--- config.mk ---
export PLATFORM = sky130hd
export DESIGN_NAME = sub_serial
export DESIGN_NICKNAME = d
export VERILOG_FILES = /design/src/rtl/sub_serial.sv
export SDC_FILE = /design/constraint.sdc
export NUM_CORES = 1
export LEC_CHECK = 0
export CAP_MARGIN = 10
export CORE_UTILIZATION = 46
export CTS_BUF_LIST = sky130_fd_sc_hd__clkbuf_8 sky130_fd_sc_hd__clkbuf_16
export DETAILED_ROUTE_END_ITERATION = 6
export GPL_TIMING_DRIVEN = 0
export PLACE_DENSITY = 0.84
export SETUP_SLACK_MARGIN = 0.2
export SYNTH_ARGS = -nofsm -noshare
export SYNTH_HDL_FRONTEND = slang
export SYNTH_SLANG_ARGS = --single-unit
--- constraint.sdc ---
create_clock -name clk -period 1.7 [get_ports clk]
set_input_delay 0.255 -clock clk [delete_from_list [all_inputs] [get_ports clk]]
set_output_delay 0.255 -clock clk [all_outputs]
set_load 0.02 [all_outputs]
--- src/rtl/sub_serial.sv ---
// Bit-serial subtractor: out = (a^A_MASK) - (b^B_MASK), LSB first, after DELAY wait cycles.
// Define SUB_SERIAL_SAT_EN to saturate the result to zero on underflow.
module sub_serial #(
  parameter int unsigned      WIDTH  = 8,
  parameter int unsigned      DELAY  = 3,
  parameter logic [WIDTH-1:0] A_MASK = '0,
  parameter logic [WIDTH-1:0] B_MASK = '0
) (
  input  logic             clk,
  input  logic             rst_n,
  input  logic             en,
  input  logic [WIDTH-1:0] a,
  input  logic [WIDTH-1:0] b,
  output logic [WIDTH-1:0] out,
  output logic             borrow_out,
  output logic             busy,
  output logic             done
);

  localparam int unsigned CW = $clog2(WIDTH);
  localparam int unsigned DW = (DELAY > 1) ? $clog2(DELAY) : 1;
  localparam logic [CW-1:0] CLAST = CW'(WIDTH - 1);
  localparam logic [DW-1:0] DLAST = DW'((DELAY > 0) ? DELAY - 1 : 0);

  typedef enum logic [1:0] {
    S_IDLE,
    S_WAIT,
    S_SUB,
    S_DONE
  } state_t;

  state_t           state;
  logic [WIDTH-1:0] a_reg;
  logic [WIDTH-1:0] b_reg;
  logic [CW-1:0]    count;
  logic [DW-1:0]    dcount;
  logic             borrow;

  logic a_bit;
  logic b_bit;
  logic diff_bit;
  logic next_borrow;

  always_comb begin
    a_bit       = a_reg[0];
    b_bit       = b_reg[0];
    diff_bit    = a_bit ^ b_bit ^ borrow;
    next_borrow = (~a_bit & b_bit) | (~(a_bit ^ b_bit) & borrow);
  end

  always_ff @(posedge clk or negedge rst_n) begin
    if (!rst_n) begin
      state  <= S_IDLE;
      a_reg  <= '0;
      b_reg  <= '0;
      out    <= '0;
      count  <= '0;
      dcount <= '0;
      borrow <= 1'b0;
    end else begin
      case (state)
        S_IDLE: begin
          if (en) begin
            a_reg  <= a ^ A_MASK;
            b_reg  <= b ^ B_MASK;
            out    <= '0;
            borrow <= 1'b0;
            count  <= '0;
            dcount <= '0;
            state  <= (DELAY > 0) ? S_WAIT : S_SUB;
          end
        end
        S_WAIT: begin
          dcount <= dcount + 1'b1;
          if (dcount == DLAST) state <= S_SUB;
        end
        S_SUB: begin
          borrow <= next_borrow;
          out    <= {diff_bit, out[WIDTH-1:1]};
          a_reg  <= a_reg >> 1;
          b_reg  <= b_reg >> 1;
          count  <= count + 1'b1;
          if (count == CLAST) begin
            state <= S_DONE;
`ifdef SUB_SERIAL_SAT_EN
            // Final borrow set means underflow: clamp instead of wrapping.
            if (next_borrow) out <= '0;
`endif
          end
        end
        S_DONE: begin
          if (en) state <= S_IDLE;
        end
        default: state <= S_IDLE;
      endcase
    end
  end

  assign borrow_out = (state == S_DONE) & borrow;
  assign busy       = (state == S_WAIT) | (state == S_SUB);
  assign done       = (state == S_DONE);

endmodule

-- Word-level counts from Yosys, hierarchy flattened
Cells that the tools add are included.
- register bits: 32
- output and inout bits: 11
- word-level logic and storage cells: 49
- $add $sub $neg: 2
- equal/unequal tests: 9
- multiplexer cells: 16
- bitwise logic cells: 9
- reductions and logical operators: 6
- operators by type and width (kind ; count):
    8-bit one-hot mux with 2 select lines ; 3
    8-bit 2-to-1 mux ; 3
    2-bit 2-to-1 mux ; 4
    2-bit != test, second input constant ; 4
    2-bit one-hot mux with 4 select lines ; 1
    2-bit == test, second input constant ; 3
    3-bit one-hot mux with 2 select lines ; 1
    2-bit one-hot mux with 2 select lines ; 1
    2-bit AND reduction ; 2
    4-bit AND reduction ; 1
    2-bit nonzero test ; 2
    3-bit by 1-bit adder with 3-bit output, second input constant ; 1
    1-bit bitwise AND ; 3
    3-bit == test, second input constant ; 1
    3-bit 2-to-1 mux ; 1
    2-bit by 1-bit adder with 2-bit output, second input constant ; 1
    2-bit by 1-bit == test with 1-bit output, second input constant ; 1
    2-bit logical NOT ; 1
    1-bit NOT ; 2
    1-bit bitwise OR ; 2
    1-bit one-hot mux with 2 select lines ; 1
    1-bit XOR ; 2
    1-bit 2-to-1 mux ; 1

-- Depth between registers and ports, before layout
- depth after elaboration: 5
- depth in mapped cells: 7
- mapped depth without buffers: 5

-- Least setup slack after synthesis
No wires, ideal clock.
- kind: register to register
- start: register state[0]
- end: register state[1]
- arrival: 1562 ps
- data required time: 1572 ps
- setup slack: 10 ps
- stages on the path, launching flop included: 7
- period minus slack after synthesis: 1690 ps
- path through: dfrtp_1 > inv_1 > ha_1 > buf_4 > nor2b_4 > a2111oi_4 > mux2_1
- longest elaborated chain between the ends: 3
- RTL lines (what ; RTL line ; text):
    from (decl) ; 32 ; state_t state;
    from (signal assigned) ; 70 ; state <= (DELAY > 0) ? S_WAIT : S_SUB;
    2-bit == test, or another cell as far along ; 61 ; case (state)
    2-bit != test (no source line) ; -- ;
    4-bit AND reduction (no source line) ; -- ;
Parallel ways exist; a longest one is shown, timed or not.
A chain may end at the register's enable or synchronous reset.

-- Worst setup path after layout
Ends and elaborated chain as after synthesis.

==> summary.txt <==
Clock tree
  • Clock latency on the worst-skew pair: 0.29 ns
  • Clock Root Buffer: clkbuf_8
  • TritonCTS clock tree: yes
  • H-Tree Depth: 2
  • Hold_buf cts: 0
  • Clock Sink Count: 32
  • Total CTS buffers: 5
  • Clock slew seen by the registers of the worst setup and hold paths: 0.07 ns
  • Longest Clk Path Bufs: 2

Detailed routing
  • Via count: 1160
  • Pre-antenna DRT Iters: 4
  • Vias/cell: 5.04
  • Wire per inst: 14.7 um
  • DRC Markers: 0
  • WL final: 3380 um
  • Initial DRC Count: 28
  • Routed Antenna Nets: 0

Pwr
  • LEAKAGE: 1.03 nW
  • Overall Power: 0.00435 W
  • Peak VDD IR: 0.842 mV
  • Part of the power in registers: 31.0%
  • Internal Pwr Total: 0.00267 W
  • Combinational power share: 55.0%
  • Clk pwr share: 14.0%
  • Cell Pwr Density: 1990 mW/mm2
  • Psw: 0.00168 W
  • Switching part of the total: 38.6%

Synth
  • Syn Inst Count: 135
  • Average cell area after synthesis: 11.3 um2
  • Yosys cell types: 22
  • Post-synthesis cell area: 0.00153 mm2
  • Largest area contributor in the netlist: dfrtp_1
  • Net Count, Synth: 162
  • Register area share after synthesis: 52.5%
  • Yosys warns: 0
  • Synth top area share: 52.5%
  • Yosys reg bits: 32
  • Synth area leaders: dfrtp_1 52%, mux2i_1 10%, a22o_1 5.7%

Critical path
  • Slowest library cell on the worst path: dfrtp_1
  • CP Max Fanout: 3
  • Critical Path Start Type: flip-flop
  • CP endpoint kind: flip-flop
  • CP Data Required Time: 1.88 ns
  • Critical Path, Cell by Cell: buf_4 -> ha_4 -> nor2b_2 -> a2111oi_4 -> mux2_4
  • Crit path kind: reg2reg
  • CP max stage delay: 0.40 ns
  • CP arrival: 1.86 ns

Layout
  • Fin cells: 230
  • # diodes: 0
  • Post-layout util: 70.4%
  • Layout fillers: 256
  • Layout cells sized above 1: 23.7%
  • Area Growth Syn to Fin: 43.1%
  • Final layout net count: 212

Floorplanning
  • Row Count: 20
  • I/O Pins: 30
  • Core Box Area: 0.00310 mm2
  • Die Wd: 59.6 um
  • Die span in y: 59.6 um
  • Die area: 0.00355 mm2
  • Starting Density: 49.2%

STA
  • Fin Setup TNS: 0 ns
  • Min cycle time layout: 1.68 ns
  • Worst Tran Pin Value: 0.722 ns
  • Clk_skew: 0.00897 ns
  • RSZ-0062 raised after global routing: true
  • Fin crit share: 99.1%
  • Relative slew slack: 51.7%
  • Final worst slack: 0.0161 ns
  • # setup viols final: 0
  • Fmax: 0.594 GHz
  • Final hold violations: 0
  • Final slew viol count: 0

Placed design
  • Place WS: -0.153 ns
  • Hpwl dp: 2220 um
  • Cells after DPL: 209
  • GP Congestion: 0.740
  • Number of port buffers: 29

Global route
  • Largest net degree at the start of global routing: 20
  • Initial antenna violation count: 0
  • First-pass GRT wire length: 5400 um
  • GRT overflow: 0
  • Overall Global Routing Usage: 21.1%
  • Vias in the first global route: 1217

Outcome
  • Status: finished clean

Min path
  • Hold Path Class: in2async

Job
  • Max-cap violation count: 0
metrics by stage:
stage	hold WS, ns	cell area (um2)
4_1_cts	0.424	2110
2_1_floorplan	-0.0406	1550
3_5_place_dp	0.471	1920
5_1_grt	0.449	2180
3_3_place_gp	0.463	1890
6_report	0.403	2180
timing repair:
item / CTS / global route
pin swaps: 2 / 2
endpoints found under the setup margin: 39 / 30
gates resized for setup: 32 / 15
buffers inserted: 9 / 2
gates cloned: 0 / 2
cell usage in the layout, fill, tap and decap left out, types with 3 or more instances in the layout:
cell type,Yosys,final
a22o_1,10,10
o21ai_0,11,11
ha_4,0,3
clkdlybuf4s50_1,0,18
mux2i_1,16,15
clkbuf_8,0,6
o21ai_1,9,9
ha_1,7,3
nand2_1,22,22
buf_6,0,10
dfrtp_1,32,32
dlygate4sd2_1,0,8
buf_4,2,11
inv_1,5,4
worst paths after layout:
path	start	endpoint	slack, ns	cells past startpoint
worst min register to register	a_reg[3]	a_reg[3]	0.48	2
min in group clk	a_reg[3]	a_reg[3]	0.48	2
worst min-delay path	rst_n	b_reg[5]	0.40	1
worst max-delay path	state[0]	state[1]	0.02	5
max in group asynchronous	rst_n	count[0]	0.76	2
worst max register to register	state[0]	state[1]	0.02	5
kinds of logic after synthesis:
kind of cell             after synthesis  share of synthesized area, %
AO/OA/AOI/OAI                         34                          15.6
adder cells (fa/ha/maj)                8                          7.05
buffers and inverters                 13                          4.10
flip-flops                            32                          52.5
multiplexers                          17                          11.2
AND/OR/NAND/NOR                       31                          9.59
power groups by stage:
stage | Combinational, W | Clock (W) | Sequential (W)
after detailed placement | 0.00192 | 0 | 0.00137
final | 0.00239 | 0.000608 | 0.00135
after global routing | 0.00262 | 0.000653 | 0.00139
after floorplan | 0.00128 | 0 | 0.00140
after CTS | 0.00214 | 0.000612 | 0.00134
after global placement | 0.00183 | 0 | 0.00134
final cells by class:
class	instances	area, um2	area share [%]
multi-input combinational	90	729	33.4
inverter	5	18.8	0.859
clock inverter	2	10.0	0.458
timing repair buffer	43	408	18.7
buffer	8	80.1	3.67
clock buffer	6	82.6	3.78
tap	44	55.1	2.52
sequential	32	801	36.7
cells in the mapped netlist:
library cell,number
o21ai_0,11
dfrtp_1,32
nand2b_1,1
inv_1,5
and2_0,1
clkbuf_1,1
a31oi_1,2
or2_0,1
a22o_1,10
buf_4,2
mux2i_1,16
fa_1,1
ha_1,7
buf_2,5
nor2b_4,1
o21ai_1,9
o32a_1,1
mux2_1,1
a2111oi_4,1
nor2b_1,4
nand2_1,22
and2_1,1
layer usage:
| metal | GRT usage (%) | wire [um] | vias to the layer above |
|---|---|---|---|
| li1 | - | - | 565 |
| met2 | 36.4 | 1770 | 31 |
| met5 | 0 | 0 | - |
| met4 | 8.97 | 28 | 0 |
| met1 | 25.6 | 1430 | 560 |
| met3 | 3.93 | 151 | 4 |
critical path: cells and delay by family, from the launching register on:
| family | cells | cell delay [ns] |
|---|---|---|
| fa+ha+maj | 1 | 0.17 |
| flops | 1 | 0.40 |
| compound gates | 1 | 0.33 |
| simple gates | 1 | 0.17 |
| buf+inv | 1 | 0.17 |
| mux | 1 | 0.33 |
Power figures use the tool's default switching activity.
